==> config.mk <==
export PLATFORM = sky130hd
export DESIGN_NAME = snow64_sliced_lane_sequencer
export DESIGN_NICKNAME = d
export VERILOG_FILES = /design/src/rtl/snow64_sliced_lane_sequencer_pkg.sv /design/src/rtl/snow64_sliced_lane_sequencer_extender.sv /design/src/rtl/snow64_sliced_lane_sequencer.sv
export SDC_FILE = /design/constraint.sdc
export NUM_CORES = 1
export LEC_CHECK = 0
export CELL_PAD_IN_SITES_DETAIL_PLACEMENT = 0
export CELL_PAD_IN_SITES_GLOBAL_PLACEMENT = 1
export CORE_UTILIZATION = 37
export CTS_BUF_LIST = sky130_fd_sc_hd__clkbuf_2 sky130_fd_sc_hd__clkbuf_4 sky130_fd_sc_hd__clkbuf_8
export DETAILED_ROUTE_END_ITERATION = 12
export PLACE_DENSITY = 0.91
export SLEW_MARGIN = 40
export SYNTH_ARGS = -nofsm -noshare
export SYNTH_HDL_FRONTEND = slang
export SYNTH_SLANG_ARGS = --single-unit
export TNS_END_PERCENT = 1
==> constraint.sdc <==
create_clock -name clk -period 3.7 [get_ports clk]
set_input_delay 0.74 -clock clk [delete_from_list [all_inputs] [get_ports clk]]
set_output_delay 0.74 -clock clk [all_outputs]
set_load 0.02 [all_outputs]
==> src/rtl/snow64_sliced_lane_sequencer_pkg.sv <==
// Shared snow64 sliced-data types and lane helpers.
// Latency: n/a (types and pure functions only).
// Backpressure: n/a.
// Provides the integer lane-size enum, the SlicedData8/16/32/64 views of a
// 64-bit word, the sequencer state enum and lane count / extract / insert
// helpers shared by the lane sequencer and its lane extender.
package snow64_sliced_lane_sequencer_pkg;

    localparam int DATA_W = 64;
    localparam int CNT_W  = 4;

    typedef enum logic [1:0] {
        INT_TYPE_SIZE_8  = 2'd0,
        INT_TYPE_SIZE_16 = 2'd1,
        INT_TYPE_SIZE_32 = 2'd2,
        INT_TYPE_SIZE_64 = 2'd3
    } int_type_size_e;

    typedef enum logic [1:0] {
        ST_IDLE = 2'd0,
        ST_RUN  = 2'd1,
        ST_DONE = 2'd2
    } seq_state_e;

    // Lane 0 sits in the least significant bits of the 64-bit word.
    typedef struct packed { logic [7:0][7:0]  lanes; } sliced_data8_t;
    typedef struct packed { logic [3:0][15:0] lanes; } sliced_data16_t;
    typedef struct packed { logic [1:0][31:0] lanes; } sliced_data32_t;
    typedef struct packed { logic [0:0][63:0] lanes; } sliced_data64_t;

    function automatic logic [CNT_W-1:0] lane_count(input int_type_size_e sz);
        logic [CNT_W-1:0] n;
        case (sz)
            INT_TYPE_SIZE_8:  n = 4'd8;
            INT_TYPE_SIZE_16: n = 4'd4;
            INT_TYPE_SIZE_32: n = 4'd2;
            default:          n = 4'd1;
        endcase
        return n;
    endfunction

    // Pull lane idx out of d and widen it to 64 bits, sign- or zero-extended.
    function automatic logic [DATA_W-1:0] lane_extract_extend(
        input logic [DATA_W-1:0] d,
        input int_type_size_e    sz,
        input logic [2:0]        idx,
        input logic              sgn
    );
        sliced_data8_t  s8;
        sliced_data16_t s16;
        sliced_data32_t s32;
        sliced_data64_t s64;
        logic [7:0]  l8;
        logic [15:0] l16;
        logic [31:0] l32;
        logic [DATA_W-1:0] r;
        s8  = sliced_data8_t'(d);
        s16 = sliced_data16_t'(d);
        s32 = sliced_data32_t'(d);
        s64 = sliced_data64_t'(d);
        l8  = s8.lanes[idx];
        l16 = s16.lanes[idx[1:0]];
        l32 = s32.lanes[idx[0]];
        case (sz)
            INT_TYPE_SIZE_8:  r = {{56{sgn & l8[7]}}, l8};
            INT_TYPE_SIZE_16: r = {{48{sgn & l16[15]}}, l16};
            INT_TYPE_SIZE_32: r = {{32{sgn & l32[31]}}, l32};
            default:          r = s64.lanes[0];
        endcase
        return r;
    endfunction

    // Overwrite lane idx of r with the low lane-width bits of v.
    function automatic logic [DATA_W-1:0] lane_insert(
        input logic [DATA_W-1:0] r,
        input int_type_size_e    sz,
        input logic [2:0]        idx,
        input logic [DATA_W-1:0] v
    );
        sliced_data8_t  s8;
        sliced_data16_t s16;
        sliced_data32_t s32;
        sliced_data64_t s64;
        logic [DATA_W-1:0] o;
        s8  = sliced_data8_t'(r);
        s16 = sliced_data16_t'(r);
        s32 = sliced_data32_t'(r);
        s64 = sliced_data64_t'(r);
        s8.lanes[idx]         = v[7:0];
        s16.lanes[idx[1:0]]   = v[15:0];
        s32.lanes[idx[0]]     = v[31:0];
        s64.lanes[0]          = v;
        case (sz)
            INT_TYPE_SIZE_8:  o = s8;
            INT_TYPE_SIZE_16: o = s16;
            INT_TYPE_SIZE_32: o = s32;
            default:          o = s64;
        endcase
        return o;
    endfunction

endpackage

==> src/rtl/snow64_sliced_lane_sequencer_extender.sv <==
// Lane extract + sign/zero extend of a 64-bit sliced word.
// Latency: combinational (0 cycles).
// Backpressure: none; pure function of its inputs.
// Ports: i_data word, i_size lane size, i_index lane number, i_signed
// extension mode, o_data extended lane. With i_index=0 and i_signed=0 it
// doubles as a lane-width mask for the result-insert path.
module snow64_lane_extender
    import snow64_sliced_lane_sequencer_pkg::*;
(
    input  logic [DATA_W-1:0] i_data,
    input  int_type_size_e    i_size,
    input  logic [2:0]        i_index,
    input  logic              i_signed,
    output logic [DATA_W-1:0] o_data
);

    assign o_data = lane_extract_extend(i_data, i_size, i_index, i_signed);

endmodule

==> src/rtl/snow64_sliced_lane_sequencer.sv <==
// Serialises a 64-bit sliced operand into lanes for a scalar unit and
// reassembles the in-order results. Latency: 2 + num_lanes cycles minimum.
// Backpressure: lane issue stalls on in_lane_ready / outstanding limit; result held until in_out_ready.
// Ports: start handshake (in_start/out_ready_for_start, in_data, size, signed),
// lane channel (out_lane_valid/in_lane_ready, out_lane_data, out_lane_index),
// result return (in_res_valid, in_res_data), output (out_valid/in_out_ready, out_data).
module snow64_sliced_lane_sequencer
    import snow64_sliced_lane_sequencer_pkg::*;
#(
    parameter int MAX_OUTSTANDING = 4
) (
    input  logic              clk,
    input  logic              rst,
    input  logic              in_start,
    output logic              out_ready_for_start,
    input  logic [DATA_W-1:0] in_data,
    input  logic [1:0]        in_int_type_size,
    input  logic              in_signed,
    output logic              out_lane_valid,
    input  logic              in_lane_ready,
    output logic [DATA_W-1:0] out_lane_data,
    output logic [2:0]        out_lane_index,
    input  logic              in_res_valid,
    input  logic [DATA_W-1:0] in_res_data,
    output logic              out_valid,
    input  logic              in_out_ready,
    output logic [DATA_W-1:0] out_data
);

    localparam logic [CNT_W-1:0] MAX_OUT = CNT_W'(MAX_OUTSTANDING);

    seq_state_e        r_state;
    logic [DATA_W-1:0] r_operand;
    logic [DATA_W-1:0] r_result;
    int_type_size_e    r_size;
    logic              r_signed;
    logic [CNT_W-1:0]  r_issue_cnt;
    logic [CNT_W-1:0]  r_collect_cnt;
    logic              r_ready_for_start;
    logic              r_lane_valid;
    logic [DATA_W-1:0] r_lane_data;
    logic [2:0]        r_lane_index;
    logic              r_out_valid;
    logic [DATA_W-1:0] r_out_data;

    logic              w_idle;
    logic              w_fire;
    logic              w_res_take;
    logic [CNT_W-1:0]  w_num;
    logic [CNT_W-1:0]  w_issue_nxt;
    logic [CNT_W-1:0]  w_collect_nxt;
    logic              w_lane_vld_nxt;
    logic              w_last_res;
    logic [DATA_W-1:0] w_ext_src;
    int_type_size_e    w_ext_size;
    logic              w_ext_signed;
    logic [2:0]        w_ext_index;
    logic [DATA_W-1:0] w_ext_lane;
    logic [DATA_W-1:0] w_res_masked;
    logic [DATA_W-1:0] w_result_ins;

    assign w_idle        = (r_state == ST_IDLE);
    assign w_num         = lane_count(r_size);
    assign w_fire        = r_lane_valid & in_lane_ready;
    // A result with nothing outstanding is a protocol error and is dropped.
    assign w_res_take    = (r_state == ST_RUN) & in_res_valid & (r_collect_cnt != r_issue_cnt);
    assign w_issue_nxt   = r_issue_cnt + {{(CNT_W-1){1'b0}}, w_fire};
    assign w_collect_nxt = r_collect_cnt + {{(CNT_W-1){1'b0}}, w_res_take};
    assign w_last_res    = w_res_take & (w_collect_nxt == w_num);
    // Outstanding count never exceeds num_lanes, so 4-bit subtraction cannot wrap.
    assign w_lane_vld_nxt = (w_issue_nxt < w_num) && ((w_issue_nxt - w_collect_nxt) < MAX_OUT);

    // In IDLE the extender looks at the live operand so lane 0 is registered
    // on the accept edge and presented in the very next cycle.
    assign w_ext_src    = w_idle ? in_data : r_operand;
    assign w_ext_size   = w_idle ? int_type_size_e'(in_int_type_size) : r_size;
    assign w_ext_signed = w_idle ? in_signed : r_signed;
    assign w_ext_index  = w_idle ? 3'd0 : w_issue_nxt[2:0];

    snow64_lane_extender u_issue_ext (
        .i_data   (w_ext_src),
        .i_size   (w_ext_size),
        .i_index  (w_ext_index),
        .i_signed (w_ext_signed),
        .o_data   (w_ext_lane)
    );

    // Zero-extending lane 0 of the raw result keeps only its lane-width bits.
    snow64_lane_extender u_res_mask (
        .i_data   (in_res_data),
        .i_size   (r_size),
        .i_index  (3'd0),
        .i_signed (1'b0),
        .o_data   (w_res_masked)
    );

    assign w_result_ins = lane_insert(r_result, r_size, r_collect_cnt[2:0], w_res_masked);

    always_ff @(posedge clk) begin
        if (rst) begin
            r_state           <= ST_IDLE;
            r_operand         <= '0;
            r_result          <= '0;
            r_size            <= INT_TYPE_SIZE_8;
            r_signed          <= 1'b0;
            r_issue_cnt       <= '0;
            r_collect_cnt     <= '0;
            r_ready_for_start <= 1'b1;
            r_lane_valid      <= 1'b0;
            r_lane_data       <= '0;
            r_lane_index      <= '0;
            r_out_valid       <= 1'b0;
            r_out_data        <= '0;
        end else begin
            case (r_state)
                ST_IDLE: begin
                    if (in_start) begin
                        r_operand         <= in_data;
                        r_size            <= int_type_size_e'(in_int_type_size);
                        r_signed          <= in_signed;
                        r_issue_cnt       <= '0;
                        r_collect_cnt     <= '0;
                        r_result          <= '0;
                        r_ready_for_start <= 1'b0;
                        r_lane_valid      <= 1'b1;
                        r_lane_data       <= w_ext_lane;
                        r_lane_index      <= 3'd0;
                        r_state           <= ST_RUN;
                    end
                end
                ST_RUN: begin
                    r_issue_cnt   <= w_issue_nxt;
                    r_collect_cnt <= w_collect_nxt;
                    if (w_res_take) begin
                        r_result <= w_result_ins;
                    end
                    r_lane_valid <= w_lane_vld_nxt;
                    // Only reload when a lane will be presented, so a stalled
                    // lane keeps its data and index until it fires.
                    if (w_lane_vld_nxt) begin
                        r_lane_data  <= w_ext_lane;
                        r_lane_index <= w_issue_nxt[2:0];
                    end
                    if (w_last_res) begin
                        r_lane_valid <= 1'b0;
                        r_out_valid  <= 1'b1;
                        r_out_data   <= w_result_ins;
                        r_state      <= ST_DONE;
                    end
                end
                ST_DONE: begin
                    if (in_out_ready) begin
                        r_out_valid       <= 1'b0;
                        r_ready_for_start <= 1'b1;
                        r_state           <= ST_IDLE;
                    end
                end
                default: begin
                    r_state           <= ST_IDLE;
                    r_ready_for_start <= 1'b1;
                    r_lane_valid      <= 1'b0;
                    r_out_valid       <= 1'b0;
                end
            endcase
        end
    end

    assign out_ready_for_start = r_ready_for_start;
    assign out_lane_valid      = r_lane_valid;
    assign out_lane_data       = r_lane_data;
    assign out_lane_index      = r_lane_index;
    assign out_valid           = r_out_valid;
    assign out_data            = r_out_data;

endmodule

==> impl_metrics.ini, run 1 <==
[global_routing]
grt_first_pass_wirelength_um = 102000
overflow = 0
grt_max_degree = 115
antenna_found_initial = 2
grt_pass1_vias = 17666
track_usage_pct = 27.1

[floorplanning]
dieHeight_um = 217
top_level_ports = 271
start_util_pct = 37.6
coreArea_um2 = 45500
die_w_um = 217
num_rows = 78
die_area_um2 = 47100

[timing]
rsz0062_at_grt = no
fin_skew_ns = 0.0425
fmax_ghz = 0.286
setup_viol = 0
hold_violations = 0
slew-limit-headroom_pct = 40.2
tns_ns = 0
period_share_pct = 94.4
drv_slew = 0
worst_pin_slew_ns = 0.894
fin_crit_ns = 3.49

[clock_tree]
h-tree-depth = 2
cts_inserted_buffers = 50
cts_tree = done
root_buffer = clkbuf_8
cts_resized = 0
cts_sinks = 275
clk_pin_slew_ns = 0.06
hold_buffers = 0
clock_path_buffers = 3
clk_latency_ns = 0.65
cts_setup_buffers = 0

[hold_path]
hold_path_class = input port to flip-flop

[yosys]
synth_nets = 2482
synthMuxAreaShare_pct = 9.60
synth_common_cells = nand2_1 (442), dfxtp_1 (275), a21oi_1 (246), nor2_1 (203), mux2i_1 (136)
synthSimpleGateAreaFrac_pct = 23.4
syn_inst = 2337
synth_ff_type = dfxtp_1
ys_ff_latch = 275
synthAdderAreaFrac_pct = 0.585
yosys.area.top_type = dfxtp_1
synth_compound_area_share_pct = 27.1
netlist_area_um2 = 17100
synth_cell_types = 85
yosysMostFrequentCell = nand2_1
yosys_warnings = 0
synth_edf_count = 0
synth-xor-area-share_pct = 0.643
synth_area_leaders = dfxtp_1 (32%), nand2_1 (9.7%), mux2i_1 (8.0%)
async_flop_share_pct = 0
syn_avg_cell_area_um2 = 7.33
synth_top_family_by_area = compound AO/OA/AOI/OAI gates
netlist.area_leader.share_pct = 32.2
yosysSeqAreaShare_pct = 32.2

[setup_path]
worstSetupStartpointType = input port
crit_path_frequent_cell = ha_1
cp_slowest_cell = or4b_4
path_max_fanout = 16
worstPathCellList = clkdlybuf4s50_1 > and2_1 > ha_4 > ha_1 > xnor2_2 > inv_2 > ha_1 > a21o_1 > a22oi_1 > or4b_4 > mux2i_4 > nor2_4 > buf_12 > a221oi_2
critPathRequiredTime_ns = 4.24
worstSetupEndpointType = flip-flop
cpPeakStageDelay_ns = 0.51
arrival_ns = 4.03
critPathKind = input port to flip-flop

[final_layout]
synthToLayoutAreaGrowth_pct = 27.6
final_area_um2 = 21900
nets = 2681
drive_gt1_share_pct = 11.2

[status]
outcome = finished, final reports clean

[route]
drt_iter0_markers = 1917
wl_per_cell_um = 20.8
vias_per_cell = 5.92
drc = 0
wl_um = 66100
drtPass1Iterations = 6
vias = 18796
ant_nets = 0

[run]
cap_viol_max_count = 0

[place]
place.gp.congestion = 0.931
portBuffers = 270
dp_hpwl_um = 45500
dpl_cell_area_um2 = 20700

[power]
p_leak_nw = 7.75
ir_drop_v = 0.000234
pwr_density_cell_nw_per_um2 = 370
finalPower_w = 0.00808
power breakdown:
group	switching [W]	leakage [nW]	internal [W]
Clock	0.00141	0.589	0.00184
Sequential	0.000138	2.24	0.00308
Combinational	0.000941	4.92	0.000674
Total	0.00249	7.75	0.00559
layer usage:
metal	vias up	global-route usage (%)	routed length, µm
met4	2	11.5	2570
li1	8753	-	-
met3	160	3.79	5320
met1	8950	34.4	26700
met5	-	0	17
met2	931	45.8	31600
flip-flops by register name, indices dropped and copies added, names as in the netlist:
register,flops
out_lane_index,3
out_valid,1
r_signed,1
out_data,64
out_lane_valid,1
r_collect_cnt,4
r_state,2
r_issue_cnt,4
out_ready_for_start,1
r_operand,64
r_result,64
out_lane_data,64
r_size,2
worst max-delay path, delay by kind of cell:
| kind | cells | cell delay [ns] |
|---|---|---|
| compound gates | 3 | 0.66 |
| xor+xnor | 1 | 0.18 |
| fa+ha+maj | 3 | 0.66 |
| buf+inv | 3 | 0.63 |
| mux | 1 | 0.30 |
| simple gates | 3 | 0.83 |
stage by stage:
step	worst slack [ns]	cells	util [%]	hold slack, ns
3_3_place_gp	-0.369	3082	45.4	0.446
5_1_grt	0.0276	3174	48.0	0.325
6_report	0.207	3175	48.0	0.326
4_1_cts	0.239	3173	48.0	0.299
3_5_place_dp	-0.411	3083	45.5	0.447
2_1_floorplan	-0.00477	2337	-	0.436
layout by cell type, fill, tap and decap left out, types with 8 or more instances in the layout:
| master | n |
|---|---|
| a22oi_1 | 15 |
| a21oi_1 | 246 |
| o21ai_1 | 8 |
| a21o_1 | 25 |
| inv_1 | 33 |
| nor2b_1 | 19 |
| nand2b_1 | 12 |
| nor3b_1 | 10 |
| nor2_1 | 202 |
| clkbuf_8 | 72 |
| mux2i_1 | 136 |
| nand3_1 | 113 |
| a211oi_1 | 48 |
| buf_4 | 84 |
| o21a_1 | 12 |
| o221ai_1 | 17 |
| clkdlybuf4s50_1 | 269 |
| nor3_1 | 52 |
| nand2_1 | 441 |
| mux2_2 | 16 |
| o31ai_1 | 11 |
| o22ai_1 | 61 |
| a221oi_2 | 30 |
| o21ai_0 | 130 |
| dfxtp_1 | 271 |
| clkinv_2 | 9 |
| buf_12 | 19 |
| nor4_1 | 13 |
| a31oi_1 | 10 |
| o211ai_1 | 19 |
| a2bb2oi_1 | 8 |
| and2_1 | 11 |
cell families after synthesis:
kind of cell,count (synthesis)
AO/OA/AOI/OAI,707
XOR/XNOR,10
adder cells (fa/ha/maj),8
buffers and inverters,265
flip-flops,275
multiplexers,157
AND/OR/NAND/NOR,915
final timing paths:
path	from	endpoint	slack, ns	cells after the start
worst max-delay path	in_lane_ready	out_lane_data[40]	0.21	14
worst min-delay path	rst	r_operand[28]	0.33	2
worst max register to register	r_issue_cnt[2]	out_lane_data[40]	0.34	14
worst min register to register	out_data[24]	out_data[24]	0.45	2
area by class of cell:
cell class	count	area, µm²
Timing Repair Buffer	374	3740
Inverter	38	144
Tap cell	600	751
Antenna cell	1	2.50
Sequential cell	275	5520
Multi-Input combinational cell	1797	10600
Clock buffer	78	1030
Fill cell	4497	23600
Clock inverter	12	92.6
No activity file was read; power rests on OpenSTA's default activity.
==> run 2: changes to the inputs <==
CORE_MARGIN = 2   (was default)
RECOVER_POWER = 100   (was default)
SETUP_SLACK_MARGIN = 0.3   (was default)
==> impl_metrics.ini, run 2 (synthesis results as in run 1) <==
[final_layout]
synthToLayoutAreaGrowth_pct = 28.1
final_common_cell = nand2_1
drive_gt1_share_pct = 11.4
layout_common_cells = nand2_1 (441), dfxtp_1 (267), a21oi_1 (246), nor2_1 (203), mux2i_1 (136)
nets = 2687
finish.utilization_pct = 48.2
fillers = 4492

[setup_path]
path_max_fanout = 7
critPathKind = flip-flop to flip-flop
cp_top_family = simple AND/OR/NAND/NOR gates
cp_slowest_cell = or4b_4
critPathRequiredTime_ns = 4.15
worst-path-buf-inv = 3
worstPathCellList = xnor2_2 > nand4_1 > nand3_1 > clkinvlp_2 > ha_4 > xor2_4 > inv_1 > ha_1 > a21o_1 > or4b_4 > mux2_4 > nand3_4 > clkbuf_16 > a221oi_2
critical_path.reg2reg.endpoint = out_lane_data[48]
worstSetupStartpointType = flip-flop
worstSetupEndpointType = flip-flop
cpPeakStageDelay_ns = 0.55
rrSetupSlack_ns = 0.29
arrival_ns = 3.86
r2r-start = r_collect_cnt[0]
r2r_cells = 14

[power]
pwr_density_cell_nw_per_um2 = 380
ir_drop_v = 0.000255
p_leak_nw = 8.17

[route]
wl_per_cell_um = 21.1
drc = 0
vias = 18795
ant_nets = 0
drt_iter0_markers = 1978
drtPass1Iterations = 6
vias_per_cell = 5.92
wl_um = 67000

[run]
cap_viol_max_count = 0

[floorplanning]
coreArea_um2 = 45500
die_area_um2 = 48000
top_level_ports = 271
num_rows = 78
dieHeight_um = 219
die_w_um = 219
start_util_pct = 37.6

[clock_tree]
root_buffer = clkbuf_8
clk_latency_ns = 0.65
clock_path_buffers = 3
cts_tree = done
h-tree-depth = 2
cts_sinks = 275
hold_buffers = 0
cts_inserted_buffers = 51
clk_pin_slew_ns = 0.06

[hold_path]
hold_path_class = flip-flop to flip-flop
hold_path_depth = 2
whs_endpoint = out_data[50]
holdCritStartpoint = out_data[50]

[global_routing]
overflow = 0
track_usage_pct = 26.9
antenna_found_initial = 2
grt_max_degree = 86
grt_first_pass_wirelength_um = 102000
grt_pass1_vias = 17601

[timing]
rsz0062_at_grt = no
fin_skew_ns = 0.0466
slew-limit-headroom_pct = 20.4
period_share_pct = 92.1
setup_viol = 0
hold_violations = 0
hold-worst-slack_ns = 0.455
worst_pin_slew_ns = 1.19
fin_crit_ns = 3.41
drv_slew = 0
fmax_ghz = 0.293

[place]
portBuffers = 270
dp_hpwl_um = 45700
place.gp.congestion = 0.934

[status]
outcome = finished, final reports clean
==> run 2: layer usage <==
| metal | GRT usage (%) | part of all wire, % |
|---|---|---|
| met5 | 0 | 0 |
| met4 | 12.1 | 4.3 |
| met2 | 44.9 | 47 |
| met3 | 3.84 | 8.2 |
| met1 | 34.4 | 40 |
==> run 2: where the power goes <==
part	internal, W	switching (W)	total [W]
logic	0.000651	0.000947	0.00160
clock network	0.00209	0.00143	0.00352
registers	0.00308	0.000134	0.00321
==> run 2: cell type report <==
type                            instances  area, µm²  share of cell area, %
Antenna cell                            1       2.50                 0.0114
Clock buffer                           73        930                   4.24
Clock inverter                         14        249                   1.14
Inverter                               38        144                  0.656
Multi-Input combinational cell       1797      10600                   48.5
Sequential cell                       275       5520                   25.2
Tap cell                              600        751                   3.42
Timing Repair Buffer                  379       3690                   16.8
==> run 2: repair_timing <==
action,in CTS,in global routing
setup endpoints to repair,0,67
setup buffers,0,5
gates resized for setup,0,13
==> run 2: stage by stage <==
step / setup slack (ns) / TNS [ns] / area [µm²] / instances / power (W)
after CTS: 0.320 / 0 / 21800 / 3169 / 0.00836
after detailed placement: -0.294 / -14.85 / 20600 / 3082 / 0.00485
final: 0.291 / 0 / 21900 / 3177 / 0.00833
after global routing: 0.154 / 0 / 21900 / 3176 / 0.00862
after floorplan: 0.232 / 0 / 17200 / 2337 / 0.00414
after global placement: -0.202 / -11.93 / 20600 / 3082 / 0.00483
==> run 2: worst register-to-register path: stages (launching register included) <==
cell and delay (ns):
dfxtp_2 0.40, xnor2_2 0.13, nand4_1 0.11, nand3_1 0.13, clkinvlp_2 0.17, ha_4 0.22
xor2_4 0.17, inv_1 0.06, ha_1 0.28, a21o_1 0.19, or4b_4 0.55, mux2_4 0.30
nand3_4 0.23, clkbuf_16 0.23, a221oi_2 0.06
==> run 2: how the worst max path moves through the flow <==
| stage | start | end | slack (ns) | cells past startpoint |
|---|---|---|---|---|
| 2_1_floorplan | in_lane_ready | out_lane_data[30] | 0.23 | 13 |
| 3_3_place_gp | in_lane_ready | out_lane_data[57] | -0.20 | 14 |
| 3_5_place_dp | in_lane_ready | out_lane_data[19] | -0.29 | 14 |
| 4_1_cts | r_issue_cnt[1] | out_lane_data[4] | 0.32 | 14 |
| 5_1_grt | r_collect_cnt[1] | out_lane_data[42] | 0.15 | 14 |
| 6_report | r_collect_cnt[0] | out_lane_data[48] | 0.29 | 14 |
